### config.mk
export PLATFORM = sky130hd
export DESIGN_NAME = pol2rec23
export DESIGN_NICKNAME = d
export VERILOG_FILES = /design/src/rtl/pol2rec23.sv
export SDC_FILE = /design/constraint.sdc
export NUM_CORES = 2
export LEC_CHECK = 0
export CAP_MARGIN = 40
export CORE_UTILIZATION = 65
export DETAILED_ROUTE_END_ITERATION = 8
export PLACE_DENSITY = 0.79
export SYNTH_ARGS = -nofsm -noshare
export SYNTH_HDL_FRONTEND = slang
export SYNTH_SLANG_ARGS = --single-unit
### constraint.sdc
create_clock -name clk -period 12 [get_ports clk]
set_input_delay 1.8 -clock clk [delete_from_list [all_inputs] [get_ports clk]]
set_output_delay 1.8 -clock clk [all_outputs]
set_load 0.01 [all_outputs]
### src/rtl/pol2rec23.sv
// Iterative CORDIC polar-to-rectangular converter (rotation mode), one micro-rotation per clock.
// Modulus and X/Y are Q16.16, angle is degrees in Q8.24.
//
//  state   | meaning
//  --------+---------------------------------------------------------------
//  S_IDLE  | waiting for start; results hold
//  S_ROT   | one CORDIC micro-rotation per enabled clock
//  S_SCALE | apply 1/K gain correction, latch x_res/y_res
//  S_DONE  | results valid, done high; start here chains a new conversion
module pol2rec23 #(
    parameter int NITER = 32
) (
    input  logic        clk,
    input  logic        rst_n,
    input  logic        enable,
    input  logic        start,
    input  logic [31:0] mod_in,
    input  logic [31:0] angle_in,
    output logic [31:0] x_res,
    output logic [31:0] y_res,
    output logic        busy,
    output logic        done
);

    localparam int CW = $clog2(NITER);
    localparam logic signed [31:0] ANG_P90 = 32'sh5A000000;
    localparam logic signed [31:0] ANG_M90 = -32'sh5A000000;
    localparam logic signed [32:0] ANG_90_Z = 33'sh05A000000;
    localparam logic [31:0] KINV = 32'h4DBA76D4;

    typedef enum logic [1:0] {S_IDLE, S_ROT, S_SCALE, S_DONE} state_t;

    state_t             state_q, state_d;
    logic [CW-1:0]      cnt_q, cnt_d;
    logic signed [33:0] x_q, x_d, y_q, y_d;
    logic signed [32:0] z_q, z_d;
    logic [31:0]        xr_q, xr_d, yr_q, yr_d;

    logic signed [33:0] mod_ext, x_sh, y_sh;
    logic signed [32:0] ang_ext, atan_z;
    logic signed [31:0] angle_s;
    logic signed [65:0] prod_x, prod_y;
    logic [4:0]         idx;
    logic               unused_prod_bits;

    // atan(2^-i) in degrees, Q8.24
    function automatic logic [31:0] atan_lut(input logic [4:0] i);
        case (i)
            5'd0:  atan_lut = 32'h2D000000;
            5'd1:  atan_lut = 32'h1A90A731;
            5'd2:  atan_lut = 32'h0E094740;
            5'd3:  atan_lut = 32'h07200112;
            5'd4:  atan_lut = 32'h03938AA6;
            5'd5:  atan_lut = 32'h01CA3795;
            5'd6:  atan_lut = 32'h00E52A1B;
            5'd7:  atan_lut = 32'h007296D8;
            5'd8:  atan_lut = 32'h00394BA5;
            5'd9:  atan_lut = 32'h001CA5DA;
            5'd10: atan_lut = 32'h000E52EE;
            5'd11: atan_lut = 32'h00072977;
            5'd12: atan_lut = 32'h000394BC;
            5'd13: atan_lut = 32'h0001CA5E;
            5'd14: atan_lut = 32'h0000E52F;
            5'd15: atan_lut = 32'h00007297;
            5'd16: atan_lut = 32'h0000394C;
            5'd17: atan_lut = 32'h00001CA6;
            5'd18: atan_lut = 32'h00000E53;
            5'd19: atan_lut = 32'h00000729;
            5'd20: atan_lut = 32'h00000395;
            5'd21: atan_lut = 32'h000001CA;
            5'd22: atan_lut = 32'h000000E5;
            5'd23: atan_lut = 32'h00000073;
            5'd24: atan_lut = 32'h00000039;
            5'd25: atan_lut = 32'h0000001D;
            5'd26: atan_lut = 32'h0000000E;
            5'd27: atan_lut = 32'h00000007;
            5'd28: atan_lut = 32'h00000004;
            5'd29: atan_lut = 32'h00000002;
            5'd30: atan_lut = 32'h00000001;
            default: atan_lut = 32'h00000000;
        endcase
    endfunction

    assign mod_ext = {{2{mod_in[31]}}, mod_in};
    assign ang_ext = {angle_in[31], angle_in};
    assign angle_s = angle_in;
    assign idx     = 5'(cnt_q);
    assign atan_z  = {1'b0, atan_lut(idx)};
    assign x_sh    = x_q >>> cnt_q;
    assign y_sh    = y_q >>> cnt_q;

    // 34x32 signed product, gain-corrected value sits in bits [62:31]
    assign prod_x = $signed({{32{x_q[33]}}, x_q}) * $signed({34'd0, KINV});
    assign prod_y = $signed({{32{y_q[33]}}, y_q}) * $signed({34'd0, KINV});
    assign unused_prod_bits = ^{prod_x[65:63], prod_x[30:0], prod_y[65:63], prod_y[30:0]};

    always_comb begin
        state_d = state_q;
        cnt_d   = cnt_q;
        x_d     = x_q;
        y_d     = y_q;
        z_d     = z_q;
        xr_d    = xr_q;
        yr_d    = yr_q;
        if (enable) begin
            case (state_q)
                S_IDLE, S_DONE: begin
                    if (start) begin
                        state_d = S_ROT;
                        cnt_d   = '0;
                        // pre-rotate by +/-90 deg so the residual angle stays in CORDIC range
                        if (angle_s > ANG_P90) begin
                            x_d = '0;
                            y_d = mod_ext;
                            z_d = ang_ext - ANG_90_Z;
                        end else if (angle_s < ANG_M90) begin
                            x_d = '0;
                            y_d = -mod_ext;
                            z_d = ang_ext + ANG_90_Z;
                        end else begin
                            x_d = mod_ext;
                            y_d = '0;
                            z_d = ang_ext;
                        end
                    end else if (state_q == S_DONE) begin
                        state_d = S_IDLE;
                    end
                end
                S_ROT: begin
                    if (!z_q[32]) begin
                        x_d = x_q - y_sh;
                        y_d = y_q + x_sh;
                        z_d = z_q - atan_z;
                    end else begin
                        x_d = x_q + y_sh;
                        y_d = y_q - x_sh;
                        z_d = z_q + atan_z;
                    end
                    cnt_d = cnt_q + 1'b1;
                    if (cnt_q == CW'(NITER - 1)) begin
                        state_d = S_SCALE;
                        cnt_d   = '0;
                    end
                end
                S_SCALE: begin
                    xr_d    = prod_x[62:31];
                    yr_d    = prod_y[62:31];
                    state_d = S_DONE;
                end
                default: state_d = S_IDLE;
            endcase
        end
    end

    always_ff @(posedge clk or negedge rst_n) begin
        if (!rst_n) begin
            state_q <= S_IDLE;
            cnt_q   <= '0;
            x_q     <= '0;
            y_q     <= '0;
            z_q     <= '0;
            xr_q    <= '0;
            yr_q    <= '0;
        end else begin
            state_q <= state_d;
            cnt_q   <= cnt_d;
            x_q     <= x_d;
            y_q     <= y_d;
            z_q     <= z_d;
            xr_q    <= xr_d;
            yr_q    <= yr_d;
        end
    end

    assign x_res = xr_q;
    assign y_res = yr_q;
    assign busy  = (state_q == S_ROT) || (state_q == S_SCALE);
    assign done  = (state_q == S_DONE);

endmodule

==> summary.md <==
| Metric | Value |
|---|---|
| Total number of vias | `~48000` |
| Largest net degree at the start of global routing | `102` |
| Reg2Reg Depth | `28` |
| Post-layout util | `between 60 and 70%` |
| Final setup viols | `0` |
| Adder-cell area share of the yosys netlist | `between 40% and 50%` |
| Final slew viol count | `0` |
| Fillcell total | `7047` |
| Final Hold Vio Count | `0` |
| Layout net count | `8206` |
| Worst-case clock buffer depth | `2` |
| Core Region | `88800 µm²` |
| HP Class | `flop to flop` |
| CP required | `between 10 and 15 ns` |
| Post-synthesis compound-gate area fraction | `between 10 and 15%` |
| Reg2Reg Setup Slack | `3.41 ns` |
| Placement row count | `109` |
| Rel. slew slack | `34.9%` |
| Vias in the first global route | `48679` |
| Cell with the most instances on the worst path | `inv_1` |
| WL/cell | `~26 µm` |
| Die Width | `302 µm` |
| Worst Max-Slew Pin Slew | `0.976 ns` |
| CTS Sinks | `172` |
| Sequential-to-total area share from yosys stat | `7.36%` |
| Crit path capture | `x_res[19]` |
| Reg-to-Reg End | `x_res[19]` |
| Syn Inst Count | `6355` |
| Status | `complete, but fails checks` |
| Delay of the slowest critical-path stage | `0.74 ns` |
| Initial Util | `between 60% and 70%` |
| P&R area growth vs syn | `5.28%` |
| Synth cell types | `101` |
| # DRC | `14` |
| Crit share post-route | `71.6%` |
| Syn Nets | `8173` |
| XOR/XNOR Fraction of Synth Area | `6.43%` |
| Post-synth ARST share | `100%` |
| Mapped Area | `58500 µm²` |
| Post-route ant nets | `0` |
| Die Area | `91100 µm²` |
| Congestion Overflow GR | `0` |
| Total global-route track usage | `between 40% and 50%` |
| Share of cells above drive strength 1 | `3.91%` |
| IO Count | `134` |
| Worst-Skew Late Latency | `0.55 ns` |
| Failing checks | `design-rule violations` |
| Total Neg Setup Slack | `0 ns` |
| Post-synthesis mux area share | `4.92%` |
| Main synth FF type | `dfrtp_1` |
| Die Span Y | `approximately 300 µm` |
| CTS tree | `yes` |
| Top-area cell type share of the netlist area | `30.8%` |
| Post-CTS Resized | `0` |
| CP Launch Type | `flop` |
| Antenna violations before repair | `3` |
| First-pass DRT Iterations | `8` |
| Most frequent cells in the layout | `inv_1, fa_1, ha_1, a21oi_1, nand2_1` |
| FF-to-FF Start | `x_q[11]` |
| CTS Buf Count | `17` |
| Worst setup path category | `flop to flop` |
| Worst path top cell family by delay | `adder cells` |
| Average cell area after synthesis | `9.20 µm²` |
| Starting DRT DRC Count | `4963` |
| Synthesized flop and latch total | `between 150 and 200` |
| H-tree Lvls | `4` |
| Max-Cap Viols | `0` |
| CP max stage cell | `dfrtp_1` |
| First-pass GRT wire length | `between 200000 and 300000 µm` |
| Minimum clock period | `between 8 and 9 ns` |
| CP endpoint kind | `flop` |
| RePlAce Congestion | `about 1.1` |
| Post-Synth Simple-Gate Area | `8.12%` |
| RSZ-0062 raised after global routing | `no` |
| Clk slew on worst S/H paths | `0.08 ns` |
| Total Routed Length | `197000 µm` |
| Number of vias per cell | `6.33` |
| Largest family of logic cells by synthesized area | `adder cells` |
| CP Launch Point | `x_q[11]` |
| CP Depth | `28` |
| Post-DP HPWL | `166000 µm` |
| FMAX | `116 MHz` |
| Yosys warns | `0` |
| Commonest non-fill, non-tap cell in the layout | `inv_1` |
| CP bufs+invs | `7` |
| Max Clock Skew | `0.0332 ns` |
| EDFF count, synth | `0` |
| CP max FO | `15` |
| Ranking of synthesized cells by area | `fa_1, ha_1, inv_1` |
| Post-CTS Setup Repair Bufs | `0` |
| Most area-hungry cell type in the Yosys netlist | `fa_1` |
| Arr. time, crit path | `9.01 ns` |
| Hold_buf cts | `0` |
| WHS | `0.485 ns` |
| Root Driver | `clkbuf_16` |
| # port buffers | `133` |
-- final cells by class --
cell class | count | area, µm² | share of cell area [%]
Multi-Input combinational cell | 4582 | 48000 | 78.0
Inverter | 1418 | 5320 | 8.65
Sequential cell | 172 | 4320 | 7.02
Timing Repair Buffer | 197 | 1810 | 2.95
Tap cell | 1165 | 1460 | 2.37
Clock buffer | 18 | 439 | 0.714
Clock inverter | 14 | 155 | 0.252
Antenna cell | 2 | 5.00 | 0.00813
-- metal layers --
layer	wire (µm)	GRT usage, %
met1	77800	59.0
met2	87700	67.8
met3	21600	11.5
met4	10000	19.1
met5	37	0
-- sequential cells by signal, indices dropped and copies added (netlist names) --
signal / flops
x_q: 34
z_q: 33
y_q: 34
y_res: 32
cnt_q: 5
state_q: 2
x_res: 32
-- logic make-up after synthesis --
kind of cell,Yosys count
multiplexers,190
adder cells (fa/ha/maj),1750
buffers and inverters,1601
flip-flops,172
AO/OA/AOI/OAI,1210
AND/OR/NAND/NOR,1003
XOR/XNOR,429
-- synth_stat cells, drive strengths merged (17+ instances only) --
| cell | count |
|---|---|
| a211o | 18 |
| a211oi | 48 |
| a21o | 143 |
| a21oi | 322 |
| a221oi | 55 |
| a31oi | 39 |
| and2 | 28 |
| and3 | 31 |
| buf | 50 |
| clkbuf | 133 |
| dfrtp | 172 |
| fa | 898 |
| ha | 852 |
| inv | 1418 |
| mux2 | 37 |
| mux2i | 82 |
| mux4 | 71 |
| nand2 | 316 |
| nand2b | 34 |
| nand3 | 57 |
| nand4 | 29 |
| nor2 | 301 |
| nor2b | 38 |
| nor3 | 57 |
| nor4 | 17 |
| o211ai | 29 |
| o21a | 38 |
| o21ai | 259 |
| o21bai | 20 |
| o22ai | 26 |
| o31ai | 35 |
| or2 | 17 |
| xnor2 | 206 |
| xor2 | 223 |
-- worst register-to-register path, delay by kind of cell (launching register included) --
family | cells | cell delay [ns]
AO/OA/AOI/OAI | 10 | 2.45
XOR/XNOR | 1 | 0.35
adder cells (fa/ha/maj) | 9 | 3.78
buffers and inverters | 7 | 0.58
flip-flops | 1 | 0.74
AND/OR/NAND/NOR | 1 | 0.56
-- worst min path at each step --
stage                    from        end  slack, ns  cells past startpoint
finish              y_res[16]  y_res[16]       0.49                      2
global route         x_res[9]   x_res[9]       0.51                      2
CTS                  y_res[5]   y_res[5]       0.49                      2
detailed placement   y_res[5]   y_res[5]       0.47                      2
global placement    x_res[26]  x_res[26]       0.46                      2
floorplan              z_q[0]     z_q[0]       0.46                      2
-- per-stage QoR --
stage / cell area (µm²) / worst slack [ns] / instances
2_1_floorplan: 58500 / 4.42 / 6355
3_3_place_gp: 60900 / 3.66 / 7529
3_5_place_dp: 60900 / 3.48 / 7533
4_1_cts: 61500 / 3.47 / 7565
5_1_grt: 61500 / 2.90 / 7566
6_report: 61500 / 3.41 / 7568
Power is not shown: default switching activity piles up to over one toggle a cycle in this logic, so the estimate is an artifact.
